`src/rtl/video_timing_gen.sv`:
```
// Raster timing generator: pixel enable, h/v counters, blanking, sync and frame markers
// for NTSC/PAL at 15 kHz or scandoubled. Mode changes are taken only at the (0,0) wrap.
module video_timing_gen #(
    parameter int unsigned CW        = 11,
    parameter int unsigned H_ACTIVE  = 529,
    parameter int unsigned H_FP      = 15,
    parameter int unsigned H_SYNC    = 46,
    parameter int unsigned H_BP      = 48,
    parameter int unsigned NV_ACTIVE = 240,
    parameter int unsigned NV_FP     = 5,
    parameter int unsigned NV_SYNC   = 3,
    parameter int unsigned NV_BP     = 14,
    parameter int unsigned PV_ACTIVE = 300,
    parameter int unsigned PV_FP     = 4,
    parameter int unsigned PV_SYNC   = 4,
    parameter int unsigned PV_BP     = 4,
    parameter int unsigned CE_DIV    = 2,
    parameter int unsigned HS_POL    = 1,
    parameter int unsigned VS_POL    = 1
) (
    input  logic          clk,
    input  logic          reset_n,
    input  logic          pal,
    input  logic          scandouble,
    output logic          ce_pix,
    output logic [CW-1:0] hcount,
    output logic [CW-1:0] vcount,
    output logic [CW-1:0] src_line,
    output logic          hblank,
    output logic          vblank,
    output logic          hsync,
    output logic          vsync,
    output logic          de,
    output logic          frame_start,
    output logic [7:0]    frame_cnt,
    output logic [1:0]    mode_act
);

    localparam int unsigned H_TOTAL  = H_ACTIVE + H_FP + H_SYNC + H_BP;
    localparam int unsigned HS_START = H_ACTIVE + H_FP;
    localparam int unsigned HS_END   = HS_START + H_SYNC;
    localparam int unsigned DW       = $clog2(CE_DIV);
    localparam logic [DW-1:0] DIV_LAST_LO = DW'(CE_DIV - 1);
    localparam logic [DW-1:0] DIV_LAST_SD = DW'(CE_DIV / 2 - 1);
    localparam logic HS_ON = HS_POL[0];
    localparam logic VS_ON = VS_POL[0];

    // Vertical line count for mode m = {pal, scandouble}; doubled modes scale every value by 2.
    function automatic int unsigned v_scale(input logic [1:0] m, input int unsigned ntsc_v,
                                            input int unsigned pal_v);
        int unsigned base;
        base = m[1] ? pal_v : ntsc_v;
        return m[0] ? (base * 2) : base;
    endfunction

    logic [1:0]    mode_q, mode_d;
    logic [DW-1:0] div_q, div_d;
    logic          ce_q, ce_d;
    logic [CW-1:0] hcount_q, hcount_d;
    logic [CW-1:0] vcount_q, vcount_d;
    logic [CW-1:0] src_q, src_d;
    logic          hblank_q, hblank_d;
    logic          vblank_q, vblank_d;
    logic          hsync_q, hsync_d;
    logic          vsync_q, vsync_d;
    logic          de_q, de_d;
    logic          fs_q, fs_d;
    logic [7:0]    fcnt_q, fcnt_d;
    logic [DW-1:0] div_last;
    logic [CW-1:0] v_last;
    logic [CW-1:0] v_act_n, vs_start_n, vs_end_n;

    // Next-state counters, mode latch, and decode of the next counter values.
    always_comb begin
        mode_d   = mode_q;
        hcount_d = hcount_q;
        vcount_d = vcount_q;
        fs_d     = 1'b0;
        fcnt_d   = fcnt_q;

        div_last = mode_q[0] ? DIV_LAST_SD : DIV_LAST_LO;
        v_last   = CW'(v_scale(mode_q, NV_ACTIVE + NV_FP + NV_SYNC + NV_BP,
                               PV_ACTIVE + PV_FP + PV_SYNC + PV_BP) - 1);
        ce_d     = (div_q == div_last);
        div_d    = ce_d ? '0 : div_q + DW'(1);

        if (ce_d) begin
            if (hcount_q == CW'(H_TOTAL - 1)) begin
                hcount_d = '0;
                if (vcount_q == v_last) begin
                    vcount_d = '0;
                    fs_d     = 1'b1;
                    fcnt_d   = fcnt_q + 8'd1;
                    mode_d   = {pal, scandouble};
                end else begin
                    vcount_d = vcount_q + CW'(1);
                end
            end else begin
                hcount_d = hcount_q + CW'(1);
            end
        end

        v_act_n    = CW'(v_scale(mode_d, NV_ACTIVE, PV_ACTIVE));
        vs_start_n = CW'(v_scale(mode_d, NV_ACTIVE + NV_FP, PV_ACTIVE + PV_FP));
        vs_end_n   = CW'(v_scale(mode_d, NV_ACTIVE + NV_FP + NV_SYNC, PV_ACTIVE + PV_FP + PV_SYNC));

        hblank_d = (hcount_d >= CW'(H_ACTIVE));
        vblank_d = (vcount_d >= v_act_n);
        hsync_d  = ((hcount_d >= CW'(HS_START)) && (hcount_d < CW'(HS_END))) ? HS_ON : ~HS_ON;
        vsync_d  = ((vcount_d >= vs_start_n) && (vcount_d < vs_end_n)) ? VS_ON : ~VS_ON;
        de_d     = ~hblank_d & ~vblank_d;
        src_d    = mode_d[0] ? (vcount_d >> 1) : vcount_d;
    end

    always_ff @(posedge clk) begin
        if (!reset_n) begin
            mode_q   <= {pal, scandouble};
            div_q    <= '0;
            ce_q     <= 1'b0;
            hcount_q <= '0;
            vcount_q <= '0;
            src_q    <= '0;
            hblank_q <= 1'b0;
            vblank_q <= 1'b0;
            hsync_q  <= ~HS_ON;
            vsync_q  <= ~VS_ON;
            de_q     <= 1'b1;
            fs_q     <= 1'b0;
            fcnt_q   <= 8'd0;
        end else begin
            mode_q   <= mode_d;
            div_q    <= div_d;
            ce_q     <= ce_d;
            hcount_q <= hcount_d;
            vcount_q <= vcount_d;
            src_q    <= src_d;
            hblank_q <= hblank_d;
            vblank_q <= vblank_d;
            hsync_q  <= hsync_d;
            vsync_q  <= vsync_d;
            de_q     <= de_d;
            fs_q     <= fs_d;
            fcnt_q   <= fcnt_d;
        end
    end

    assign ce_pix      = ce_q;
    assign hcount      = hcount_q;
    assign vcount      = vcount_q;
    assign src_line    = src_q;
    assign hblank      = hblank_q;
    assign vblank      = vblank_q;
    assign hsync       = hsync_q;
    assign vsync       = vsync_q;
    assign de          = de_q;
    assign frame_start = fs_q;
    assign frame_cnt   = fcnt_q;
    assign mode_act    = mode_q;

endmodule

```
`config.mk`:
```
export PLATFORM = sky130hd
export DESIGN_NAME = video_timing_gen
export DESIGN_NICKNAME = d
export VERILOG_FILES = /design/src/rtl/video_timing_gen.sv
export SDC_FILE = /design/constraint.sdc
export NUM_CORES = 1
export LEC_CHECK = 0
export BUFFER_PORTS_ARGS = -buffer_cell sky130_fd_sc_hd__buf_2
export CAP_MARGIN = 20
export CORE_ASPECT_RATIO = 2
export CORE_UTILIZATION = 60
export DETAILED_ROUTE_END_ITERATION = 10
export PLACE_DENSITY = 0.86
export SLEW_MARGIN = 20
export SYNTH_ARGS = -nofsm -noshare
export SYNTH_HDL_FRONTEND = slang
export SYNTH_SLANG_ARGS = --single-unit
```
`constraint.sdc`:
```
create_clock -name clk -period 8.65 [get_ports clk]
set_input_delay 1.2975 -clock clk [delete_from_list [all_inputs] [get_ports clk]]
set_output_delay 1.2975 -clock clk [all_outputs]
set_load 0.1 [all_outputs]
```
==> summary.md <==
| Metric | Value |
|---|---|
| Status | complete, no violations |
| First-pass GRT wire length | 12800 um |
| Post-CTS Repair Setup Buffers | 0 |
| Min-Delay Path Class | flip-flop to flip-flop |
| Drt pass-1 iters | 5 |
| # diodes | 0 |
| GRT overflow | 0 |
| Vias in the first global route | 2658 |
| DR WL/cell | 17.8 um |
| Slowest cell delay on critical path | 640 ps |
| Final GP Congestion | 0.991 |
| Crit Path Max Fanout | 15 |
| WHS Path Cells | 2 |
| CTS tree | done |
| Starting density of the core | 0.625 |
| Die Wd | 52.3 um |
| Critical path's most frequent cell | nand3_1 |
| Pre-CTS WS | 3890 ps |
| Period utilization | 0.560 |
| Syn_nets | 380 |
| RSZ-0062 raised after global routing | no |
| DR vias/cell | 6.32 |
| Worst-Margin Slew | 819 ps |
| Worst vdd rail ir drop | between 100 and 150 uV |
| Share of cells above drive strength 1 | 0.188 |
| Fin nets | 424 |
| Largest area contributor in the synthesized netlist | dfxtp_1 |
| WHS Endpoint | frame_cnt[6] |
| Synth area leaders | dfxtp_1 34%, ha_1 8.6%, xor2_1 4.3% |
| Synthesized area per cell | between 8 and 9 um2 |
| Root buffer cell | clkbuf_8 |
| # resized after CTS | 0 |
| F_max | 0.207 GHz |
| Most frequent cells in the layout | 53 x buf_2, 51 x dfxtp_1, 25 x nand2_1 |
| Sequential cell area fraction in the yosys report | 0.336 |
| Reg2Reg Depth | 15 |
| Top cell type's share of synthesized area | 0.336 |
| Final clock skew | 7.36 ps |
| Yosys cell types | 61 |
| Setup slack after layout | around 3800 ps |
| Max transition margin | 0.450 |
| # Max-Cap Violations | 0 |
| Pleak | 1.54 nW |
| Arrival @ worst endpoint | 5060 ps |
| Clock-pin slew on the worst setup and hold paths | 100 ps |
| Final Slew Violations | 0 |
| PortBufs | 53 |
| Final hold vios | 0 |
| Die Span Y | ~100 um |
| Fin Setup TNS | 0 ps |
| DR vias | 2889 |
| RR Startpoint | mode_act[0] |
| Yosys warning total | 0 |
| Critical Path RT | 8870 ps |
| CP Capture Type | flip-flop |
| R2r setup slk | 3810 ps |
| Routed wire length | 8130 um |
| Clk sinks | 51 |
| Startpoint types | flip-flop |
| WHS | 495 ps |
| PwrDens | 146 mW/mm2 |
| Async S/R FF share, synth | 0 |
| Area Overhead vs Synth | 12.5% |
| Crit-path cells | xor2_1 > nand3_1 > or2_1 > or2_0 > mux2i_1 > inv_1 > ha_1 > inv_1 > ha_1 > nand3_1 > nor2_1 > nand3_1 > or2_2 > o22a_1 > and4b_1 |
| Synth Instances | 355 |
| Synth Cell Area | approximately 0.003 mm2 |
| CTS Buf Count | 5 |
| Slowest library cell on the worst path | dfxtp_1 |
| Clock Latency Late Sink | 320 ps |
| Synth Flop Type | dfxtp_1 |
| Post-route ant nets | 0 |
| Largest net degree at the start of global routing | 40 |
| Top-level I/O count | 54 |
| Post-layout minimum cycle time | 4840 ps |
| Final setup viols | 0 |
| Number of enable flip-flop cells after synthesis | 0 |
| H-tree levels | 2 |
| Min-delay src | frame_cnt[6] |
| Die area | 0.00537 mm2 |
| GRT Resource Usage Total | 0.325 |
| Cts hold-fix bufs | 0 |
| DRC viols | 0 |
| Antenna violations before repair | 0 |
| Commonest non-fill, non-tap cell in the layout | buf_2 |
| Crit path kind | flip-flop to flip-flop |
| Post-DP HPWL | roughly 6000 um |
| Initial DRC count | 121 |
| RR Endpoint | de |
| Flops & latches, synth | 51 |
| Num rows | 36 |
| Clk buf depth | 2 |
| Placeable Area | 0.00486 mm2 |
[worst max path at each step]
| stage | start | end | cells past startpoint |
|---|---|---|---|
| 2_1_floorplan | mode_act[1] | de | 17 |
| 3_5_place_dp | mode_act[0] | de | 15 |
| 6_report | mode_act[0] | de | 15 |
| 4_1_cts | mode_act[0] | de | 15 |
| 3_3_place_gp | mode_act[0] | de | 15 |
| 5_1_grt | mode_act[0] | de | 15 |
[synthesized netlist by cell type, types with 2 or more instances]
master and instances:
a21boi_0 2, and3_1 5, xnor2_1 9, dfxtp_1 51, and4b_1 2, o31ai_1 2
o2bb2ai_1 3, inv_1 20, nand2b_1 3, o211ai_1 3, or3_1 5, nor3_1 12
a211oi_1 2, mux2i_1 9, nor2b_1 5, or2_1 2, a32o_1 2, nand2_1 25
nand3b_1 4, nor3b_1 2, ha_1 21, nor4_1 10, and2_1 15, clkbuf_1 11
or2_2 3, a21oi_1 12, o41ai_1 2, nand4_1 8, o21ai_0 14, o22ai_1 2
or4_1 2, a22o_1 3, nand4b_1 3, and4_1 2, nand3_1 17, buf_2 4
buf_4 2, xor2_1 15, nor2_1 19
[flip-flops by register name, summed over array words and instances (netlist names)]
name,flops
ce_pix,1
vblank,1
src_line,11
vcount,11
hblank,1
vsync,1
div_q,1
frame_start,1
hsync,1
frame_cnt,8
mode_act,2
de,1
hcount,11
[report_power, final]
group	total (mW)	leakage (nW)	switching [mW]	internal, mW
Sequential	0.247	0.413	0.00836	0.239
Combinational	0.0829	1.07	0.0607	0.0223
Clock	0.169	0.0581	0.0824	0.0862
[area by class of cell]
| class | instances | area (um2) |
|---|---|---|
| tap | 57 | 71.3 |
| fill | 400 | 1450 |
| sequential | 51 | 1020 |
| multi-input combinational | 266 | 1860 |
| clock inverter | 3 | 43.8 |
| inverter | 21 | 81.3 |
| clock buffer | 5 | 68.8 |
| timing repair buffer | 54 | 273 |
[critical path: cells and delay by family, from the launching register on]
family | cells | cell delay [ps]
and+or+nand+nor | 8 | 2090
DFF | 1 | 640
adders and majority gates | 2 | 640
xor gates and xnor gates | 1 | 600
muxes | 1 | 360
buffers and inverters | 2 | 210
AOI/OAI and AO/OA | 1 | 200
[layer usage]
metal | global-route usage | part of all wire
met5 | 0 | 0
met3 | 0.0516 | 0.046
met1 | 0.333 | 0.35
met2 | 0.580 | 0.54
met4 | 0.215 | 0.058
[cells by family (layout without fill, tap and decap cells)]
group	Yosys count	in the layout	share of synthesized area
adder cells (fa/ha/maj)	21	21	0.0865
flip-flops	51	51	0.336
XOR/XNOR	25	25	0.0745
AO/OA/AOI/OAI	62	62	0.146
buffers and inverters	38	83	0.0519
AND/OR/NAND/NOR	148	148	0.272
multiplexers	10	10	0.0333
[per-stage QoR]
step           power, mW  cell area [um2]  cells   util
5_1_grt            0.517             3420    457  0.703
3_3_place_gp       0.332             3310    449  0.680
6_report           0.498             3420    457  0.703
3_5_place_dp       0.334             3310    449  0.680
4_1_cts            0.499             3420    457  0.703
2_1_floorplan      0.318             3040    355      -
Power figures use the tool's default switching activity.
